### config.mk
export PLATFORM = sky130hd
export DESIGN_NAME = gcd_feeder_flat
export DESIGN_NICKNAME = d
export VERILOG_FILES = /design/src/rtl/gcd_pkg.sv /design/src/rtl/gcd_feeder_if.sv /design/src/rtl/gcd_op_fifo.sv /design/src/rtl/gcd_feeder.sv /design/src/flat_wrapper.sv
export SDC_FILE = /design/constraint.sdc
export NUM_CORES = 1
export LEC_CHECK = 0
export ABC_AREA = 1
export BUFFER_PORTS_ARGS = -buffer_cell sky130_fd_sc_hd__buf_2
export CAP_MARGIN = 5
export CORE_ASPECT_RATIO = 1.1
export CORE_MARGIN = 8
export CORE_UTILIZATION = 50
export CTS_CLUSTER_DIAMETER = 50
export CTS_CLUSTER_SIZE = 28
export DETAILED_ROUTE_END_ITERATION = 10
export GPL_ROUTABILITY_DRIVEN = 0
export PLACE_DENSITY = 0.7
export SETUP_SLACK_MARGIN = 0.5
export SYNTH_ARGS = -nofsm -noshare
export SYNTH_HDL_FRONTEND = slang
export SYNTH_SLANG_ARGS = --single-unit
### constraint.sdc
create_clock -name clk -period 5.33 [get_ports clk]
set_clock_uncertainty 0.2 [all_clocks]
set_input_delay 0.533 -clock clk [delete_from_list [all_inputs] [get_ports clk]]
set_output_delay 0.533 -clock clk [all_outputs]
set_load 0.02 [all_outputs]
### src/rtl/gcd_pkg.sv
// Shared definitions for the GCD operand feeder and the hgcd wrapper.
package gcd_pkg;

  localparam int unsigned GCD_WIDTH        = 8;
  localparam int unsigned GCD_MAX_INFLIGHT = 2;

  typedef struct packed {
    logic [GCD_WIDTH-1:0] a;
    logic [GCD_WIDTH-1:0] b;
  } gcd_pair_t;

  // Next in-flight count: add the pending ld and retire a rdy, clamped to 0..GCD_MAX_INFLIGHT.
  function automatic logic [1:0] inflight_next(logic [1:0] cnt, logic ld, logic rdy);
    logic [2:0] sum;
    sum = {1'b0, cnt} + {2'b00, ld};
    if (rdy && (sum != 3'd0)) begin
      sum = sum - 3'd1;
    end
    if (sum > 3'(GCD_MAX_INFLIGHT)) begin
      sum = 3'(GCD_MAX_INFLIGHT);
    end
    return sum[1:0];
  endfunction

endpackage

### src/rtl/gcd_feeder_if.sv
// Producer handshake plus the hgcd load/return signals seen by gcd_feeder.
interface gcd_feeder_if
  import gcd_pkg::*;
#(
  parameter int unsigned WIDTH = GCD_WIDTH
) ();

  logic [WIDTH-1:0] in_a;
  logic [WIDTH-1:0] in_b;
  logic             in_valid;
  logic             in_ready;
  logic [WIDTH-1:0] a;
  logic [WIDTH-1:0] b;
  logic             ld;
  logic             rdy;

  modport master (
    output in_a, in_b, in_valid, rdy,
    input  in_ready, a, b, ld
  );

  modport slave (
    input  in_a, in_b, in_valid, rdy,
    output in_ready, a, b, ld
  );

endinterface

### src/rtl/gcd_op_fifo.sv
// Synchronous operand FIFO; level is the pointer difference with one extra wrap bit.
module gcd_op_fifo #(
  parameter  int unsigned WIDTH = 16,
  parameter  int unsigned DEPTH = 4,
  localparam int unsigned AW    = $clog2(DEPTH)
) (
  input  logic             clk,
  input  logic             reset,
  input  logic             push,
  input  logic [WIDTH-1:0] wdata,
  input  logic             pop,
  output logic [WIDTH-1:0] rdata,
  output logic             full,
  output logic             empty,
  output logic [AW:0]      level
);

  logic [WIDTH-1:0] mem_q [DEPTH];
  logic [AW:0]      wptr_q, wptr_d;
  logic [AW:0]      rptr_q, rptr_d;
  logic             wr_en;
  logic             rd_en;

  assign level = wptr_q - rptr_q;
  assign full  = (level == (AW+1)'(DEPTH));
  assign empty = (level == '0);
  assign rdata = mem_q[rptr_q[AW-1:0]];

  // A pop frees the head slot this cycle, so a simultaneous push is safe even when full.
  assign rd_en = pop && !empty;
  assign wr_en = push && (!full || rd_en);

  always_comb begin
    wptr_d = wptr_q;
    rptr_d = rptr_q;
    if (wr_en) begin
      wptr_d = wptr_q + 1'b1;
    end
    if (rd_en) begin
      rptr_d = rptr_q + 1'b1;
    end
  end

  always_ff @(posedge clk) begin
    if (!reset) begin
      wptr_q <= '0;
      rptr_q <= '0;
    end else begin
      wptr_q <= wptr_d;
      rptr_q <= rptr_d;
    end
  end

  always_ff @(posedge clk) begin
    if (wr_en) begin
      mem_q[wptr_q[AW-1:0]] <= wdata;
    end
  end

endmodule

### src/rtl/gcd_feeder.sv
// Buffers operand pairs and issues them to hgcd as ld pulses, tracking jobs in flight.
module gcd_feeder
  import gcd_pkg::*;
#(
  parameter  int unsigned WIDTH = GCD_WIDTH,
  parameter  int unsigned DEPTH = 4,
  localparam int unsigned LW    = $clog2(DEPTH) + 1
) (
  input  logic          clk,
  input  logic          reset,
  gcd_feeder_if.slave   bus,
  output logic [1:0]    inflight,
  output logic [LW-1:0] level,
  output logic          err
);

  logic [WIDTH-1:0] a_q, a_d;
  logic [WIDTH-1:0] b_q, b_d;
  logic             ld_q, ld_d;
  logic [1:0]       inflight_q, inflight_d;
  logic             err_q, err_d;

  logic             push;
  logic             issue;
  logic             full;
  logic             empty;
  logic [2*WIDTH-1:0] head;

  assign bus.in_ready = !full;
  assign push         = bus.in_valid && !full;

  gcd_op_fifo #(
    .WIDTH (2 * WIDTH),
    .DEPTH (DEPTH)
  ) u_fifo (
    .clk   (clk),
    .reset (reset),
    .push  (push),
    .wdata ({bus.in_a, bus.in_b}),
    .pop   (issue),
    .rdata (head),
    .full  (full),
    .empty (empty),
    .level (level)
  );

  always_comb begin
    inflight_d = inflight_next(inflight_q, ld_q, bus.rdy);
    // rdy at a full count means both engines finished; hgcd ignores ld in its replay cycle.
    issue = !empty
         && (inflight_d < 2'(GCD_MAX_INFLIGHT))
         && !(bus.rdy && (inflight_q == 2'(GCD_MAX_INFLIGHT)));
    a_d   = a_q;
    b_d   = b_q;
    ld_d  = 1'b0;
    if (issue) begin
      a_d  = head[2*WIDTH-1:WIDTH];
      b_d  = head[WIDTH-1:0];
      ld_d = 1'b1;
    end
    err_d = err_q || (bus.rdy && (inflight_q == 2'd0));
  end

  always_ff @(posedge clk) begin
    if (!reset) begin
      a_q        <= '0;
      b_q        <= '0;
      ld_q       <= 1'b0;
      inflight_q <= 2'd0;
      err_q      <= 1'b0;
    end else begin
      a_q        <= a_d;
      b_q        <= b_d;
      ld_q       <= ld_d;
      inflight_q <= inflight_d;
      err_q      <= err_d;
    end
  end

  assign bus.a    = a_q;
  assign bus.b    = b_q;
  assign bus.ld   = ld_q;
  assign inflight = inflight_q;
  assign err      = err_q;

endmodule

### src/flat_wrapper.sv
// flat-port wrapper written by rule: the top's interface ports become plain ports
module gcd_feeder_flat import gcd_pkg::*;
#(
  parameter  int unsigned WIDTH = GCD_WIDTH,
  parameter  int unsigned DEPTH = 4,
  localparam int unsigned LW    = $clog2(DEPTH) + 1
)
  (clk, reset, inflight, level, err, bus_in_a, bus_in_b, bus_in_valid, bus_rdy, bus_in_ready, bus_a, bus_b, bus_ld);
  gcd_feeder_if #(.WIDTH(WIDTH)) bus_i ();
  input  logic clk;
  input  logic reset;
  output logic [1:0] inflight;
  output logic [LW-1:0] level;
  output logic err;
  input wire logic [$bits(bus_i.in_a)-1:0] bus_in_a;
  input wire logic [$bits(bus_i.in_b)-1:0] bus_in_b;
  input wire logic [$bits(bus_i.in_valid)-1:0] bus_in_valid;
  input wire logic [$bits(bus_i.rdy)-1:0] bus_rdy;
  output wire logic [$bits(bus_i.in_ready)-1:0] bus_in_ready;
  output wire logic [$bits(bus_i.a)-1:0] bus_a;
  output wire logic [$bits(bus_i.b)-1:0] bus_b;
  output wire logic [$bits(bus_i.ld)-1:0] bus_ld;
  assign bus_i.in_a = bus_in_a;
  assign bus_i.in_b = bus_in_b;
  assign bus_i.in_valid = bus_in_valid;
  assign bus_i.rdy = bus_rdy;
  assign bus_in_ready = bus_i.in_ready;
  assign bus_a = bus_i.a;
  assign bus_b = bus_i.b;
  assign bus_ld = bus_i.ld;
  gcd_feeder #(.WIDTH(WIDTH), .DEPTH(DEPTH)) u_core (.clk(clk), .reset(reset), .bus(bus_i), .inflight(inflight), .level(level), .err(err));
endmodule
==> results_tabular.tex <==
\begin{tabular}{lr}
\hline
Metric & Value \\
\hline
\multicolumn{2}{l}{\textbf{Outcome}} \\
Outcome & complete, no violations \\
\multicolumn{2}{l}{\textbf{Die}} \\
Die Ht & 106 um \\
Initial Utilization & 0.506 \\
Core footprint & 7350 sq um \\
Area enclosed by the die boundary & about 10000 sq um \\
Top-Level Pins & 44 \\
Row count & 33 \\
Die span in x & 98.3 um \\
\multicolumn{2}{l}{\textbf{Synth}} \\
Yosys Warn Count & 0 \\
Synth area leaders & sky130\_fd\_sc\_hd\_\_edfxtp\_1 (52\%), sky130\_fd\_sc\_hd\_\_dfxtp\_1 (14\%), sky130\_fd\_sc\_hd\_\_nor2\_1 (8.1\%), sky130\_fd\_sc\_hd\_\_nand2\_1 (5.4\%), sky130\_fd\_sc\_hd\_\_o21ai\_0 (4.6\%) \\
Post-synth net total & 388 \\
Biggest area consumer among synthesized cells & sky130\_fd\_sc\_hd\_\_edfxtp\_1 \\
Main combinational cell family by area after synthesis & simple AND/OR/NAND/NOR gates \\
Synthesized area divided by synthesized cell count & 10.4 sq um \\
Compound-gate portion of the synthesized area & 0.0780 \\
Adder and majority cell fraction of the synthesized area & 0.0390 \\
Gate Count Post-Synth & 357 \\
Number of flip-flops and latches in the synthesized netlist & 90 \\
Ys async rst share & 0 \\
Post-synthesis instance area & 3720 sq um \\
Basic-gate share of the synthesized area counting and, or, nand and nor cells & 0.159 \\
Fraction of the yosys area taken by sequential cells & 0.656 \\
Most common library cells after synthesis & sky130\_fd\_sc\_hd\_\_nor2\_1 (80), sky130\_fd\_sc\_hd\_\_edfxtp\_1 (64), sky130\_fd\_sc\_hd\_\_nand2\_1 (54), sky130\_fd\_sc\_hd\_\_inv\_1 (38), sky130\_fd\_sc\_hd\_\_o21ai\_0 (34) \\
Most instantiated flip-flop cell in the synthesis netlist & sky130\_fd\_sc\_hd\_\_edfxtp\_1 \\
Top-area cell type share of the netlist area & 0.516 \\
Number of enable flip-flop cells after synthesis & 64 \\
Most common cell in the synthesized netlist & sky130\_fd\_sc\_hd\_\_nor2\_1 \\
Xor-xnor portion of the synthesized cell area & 0.00706 \\
Distinct cell type count of the synthesized netlist & 25 \\
Multiplexer share of the synthesized area & 0 \\
\multicolumn{2}{l}{\textbf{CTS}} \\
Number of CTS-inserted buffers & 9 \\
Buffers inserted by post-CTS timing repair & 0 \\
Clock latency reported for the late side of the worst-skew pair & 0.35 ns \\
Number of sinks handled by clock tree synthesis & 90 \\
Count of cells resized by post-cts repair & 0 \\
Maximum buffer depth of the clock tree & 2 \\
Post-CTS Hold Fix Bufs & 0 \\
CTS tree & built \\
Cell at the root of the clock tree & sky130\_fd\_sc\_hd\_\_clkbuf\_8 \\
Register clock-pin slew on the reported worst setup and hold paths & 0.09 ns \\
Maximum level of the CTS H-tree & 3 \\
\multicolumn{2}{l}{\textbf{Finish}} \\
Register area & 2440 sq um \\
Multi-input gate area & about 1100 sq um \\
Post-route cell area & 4220 sq um \\
Layout area overhead & 13.3\% \\
Share of post-route cells with drive strength above 1 & 0.172 \\
Final \#Nets & approximately 430 \\
Number of diodes & 0 \\
Filler cell count in the final layout & 649 \\
\multicolumn{2}{l}{\textbf{Worst setup path}} \\
Crit start category & flop \\
Worst flop-to-flop path startpoint & u\_core.u\_fifo.rptr\_q[0]\$\_SDFFE\_PN0P\_ \\
Data arrival time of the critical path & 2.54 ns \\
Required time at the endpoint of the critical path & 4.60 ns \\
Crit path max fanout & 35 \\
Type of the setup path with the least slack & reg2out \\
Worst Setup End Kind & primary output \\
Launching instance or port of the critical path & u\_core.u\_fifo.rptr\_q[0]\$\_SDFFE\_PN0P\_ \\
\multicolumn{2}{l}{\textbf{STA}} \\
Share of the cycle needed by the critical path after routing & 0.614 \\
Final worst slack & 2.06 ns \\
Post-route setup TNS & 0 ns \\
Number of pins exceeding their max-slew limit in the final report & 0 \\
Unrepaired setup endpoints after global routing & false \\
Tightest Pin Transition & 1.08 ns \\
Time the worst path needs with I/O delays and setup & $\sim$3.3 ns \\
Worst-case hold slack & approximately 0.20 ns \\
Remaining max-slew budget at the tightest pin & 0.280 \\
Peak clock frequency supported by timing & 0.306 GHz \\
Number of endpoints failing setup at the final stage & 0 \\
Final Hold Viols & 0 \\
\multicolumn{2}{l}{\textbf{Global route}} \\
Maximum number of pins on one net before global-route repair & 36 \\
First-pass GRT wire length & 11600 um \\
Number of global-route vias before repair & 2392 \\
Total routing usage reported by global routing & 0.140 \\
Remaining global-route overflow & 0 \\
Number of antenna violations at the first check in global routing & 0 \\
\multicolumn{2}{l}{\textbf{Route}} \\
Final wirelength & 6940 um \\
Via-to-Cell Ratio & 4.98 \\
Antenna violation net count after detailed routing & 0 \\
Total via count after detailed routing & 2459 \\
Count of routing violations after the opening detailed-route iteration & 147 \\
Number of search-and-repair iterations in the first detailed-routing pass & 4 \\
Detail-routed net length per standard cell & 14.0 um \\
Total DRC errors in the routed layout & 0 \\
\multicolumn{2}{l}{\textbf{Power}} \\
Overall power after layout & 2.45 mW \\
Design internal power & 1.48 mW \\
Switching part of the total & 0.397 \\
Comb power frac & 0.394 \\
Register share of total power & 0.403 \\
Part of the total power dissipated in the clock network & 0.203 \\
Power per cell area & 582 nW/um\^{}2 \\
Total net switching power & 0.975 mW \\
Worst IR drop on VDD & roughly 0.00023 V \\
Static leakage & 1.81 nW \\
\multicolumn{2}{l}{\textbf{Place}} \\
Cell area reported after detailed placement & 4000 sq um \\
Input/output buffers & 43 \\
Worst slack at placement & 2.25 ns \\
Final HPWL DP & 4570 um \\
\multicolumn{2}{l}{\textbf{Job}} \\
Max-cap violations & 0 \\
\multicolumn{2}{l}{\textbf{Hold path}} \\
Worst hold path class & in2reg \\
Launch instance of the worst min-delay path & bus\_in\_b[6] \\
\hline
\end{tabular}
-- cell type report --
cell class	count	share of cell area
clock buffer	9	0.0294
clock inverter	7	0.0219
inverter	41	0.0365
tap	87	0.0258
sequential	90	0.579
timing repair buffer	47	0.0581
multi-input combinational	213	0.249
-- worst max-delay path, stage by stage (launching register included) --
cell and delay (ns):
sky130_fd_sc_hd__dfxtp_1 1.04, sky130_fd_sc_hd__ha_1 0.32, sky130_fd_sc_hd__fa_1 0.44, sky130_fd_sc_hd__nand2_1 0.07, sky130_fd_sc_hd__inv_1 0.05, sky130_fd_sc_hd__nand2_1 0.10
sky130_fd_sc_hd__buf_2 0.17
-- per-layer routing --
metal / GRT usage / up-vias / share of wire
met5: 0 / - / 0
met4: 0.0724 / 0 / 0.014
met3: 0.0275 / 6 / 0.036
met2: 0.233 / 45 / 0.48
met1: 0.171 / 1135 / 0.47
li1: - / 1273 / -
-- through the flow --
stage / cells / utilization
after floorplan: 357 / -
after global placement: 478 / 0.545
after detailed placement: 478 / 0.545
after CTS: 494 / 0.574
after global routing: 494 / 0.574
final: 494 / 0.574
-- sequential cells by signal (all words and copies together) (netlist names) --
name                  flops
u_core.u_fifo.mem_q      64
u_core.bus.a              8
u_core.bus.b              8
u_core.u_fifo.rptr_q      3
u_core.u_fifo.wptr_q      3
u_core.inflight           2
u_core.bus.ld             1
u_core.err                1
-- power groups by stage --
stage	logic [mW]	clock network [mW]	registers (mW)
3_5_place_dp	0.973	0	1.01
5_1_grt	1.12	0.537	1.01
3_3_place_gp	0.956	0	1.00
4_1_cts	0.981	0.509	0.992
6_report	0.966	0.499	0.989
2_1_floorplan	0.745	0	1.03
-- layout by cell type, fill, tap and decap left out, drive strengths merged --
cell type / count
xor2: 3
nand2: 57
edfxtp: 64
nand3: 4
nand4: 1
clkinv: 3
nand3b: 1
nor2: 81
clkinvlp: 1
fa: 1
dfxtp: 26
bufinv: 2
buf: 47
inv: 42
ha: 10
o21ai: 35
o22ai: 16
a21oi: 3
clkbuf: 9
nor3: 1
-- kinds of logic (layout without fill, tap and decap cells) --
kind of cell | after synthesis | in the layout
adders and majority gates | 11 | 11
xor gates and xnor gates | 3 | 3
DFF | 90 | 90
buffers and inverters | 54 | 104
and+or+nand+nor | 145 | 145
AOI/OAI and AO/OA | 54 | 54
-- worst paths after layout --
| path | end | slack [ns] | depth (start not counted) |
|---|---|---|---|
| min reg2reg | u_core.err$_SDFF_PN0_ | 0.28 | 2 |
| max | bus_in_ready | 2.06 | 6 |
| min | u_core.u_fifo.mem_q[3][6]$_DFFE_PP_ | 0.20 | 1 |
| max reg2reg | u_core.u_fifo.mem_q[3][0]$_DFFE_PP_ | 2.28 | 8 |
No activity file was read; power rests on OpenSTA's default activity.
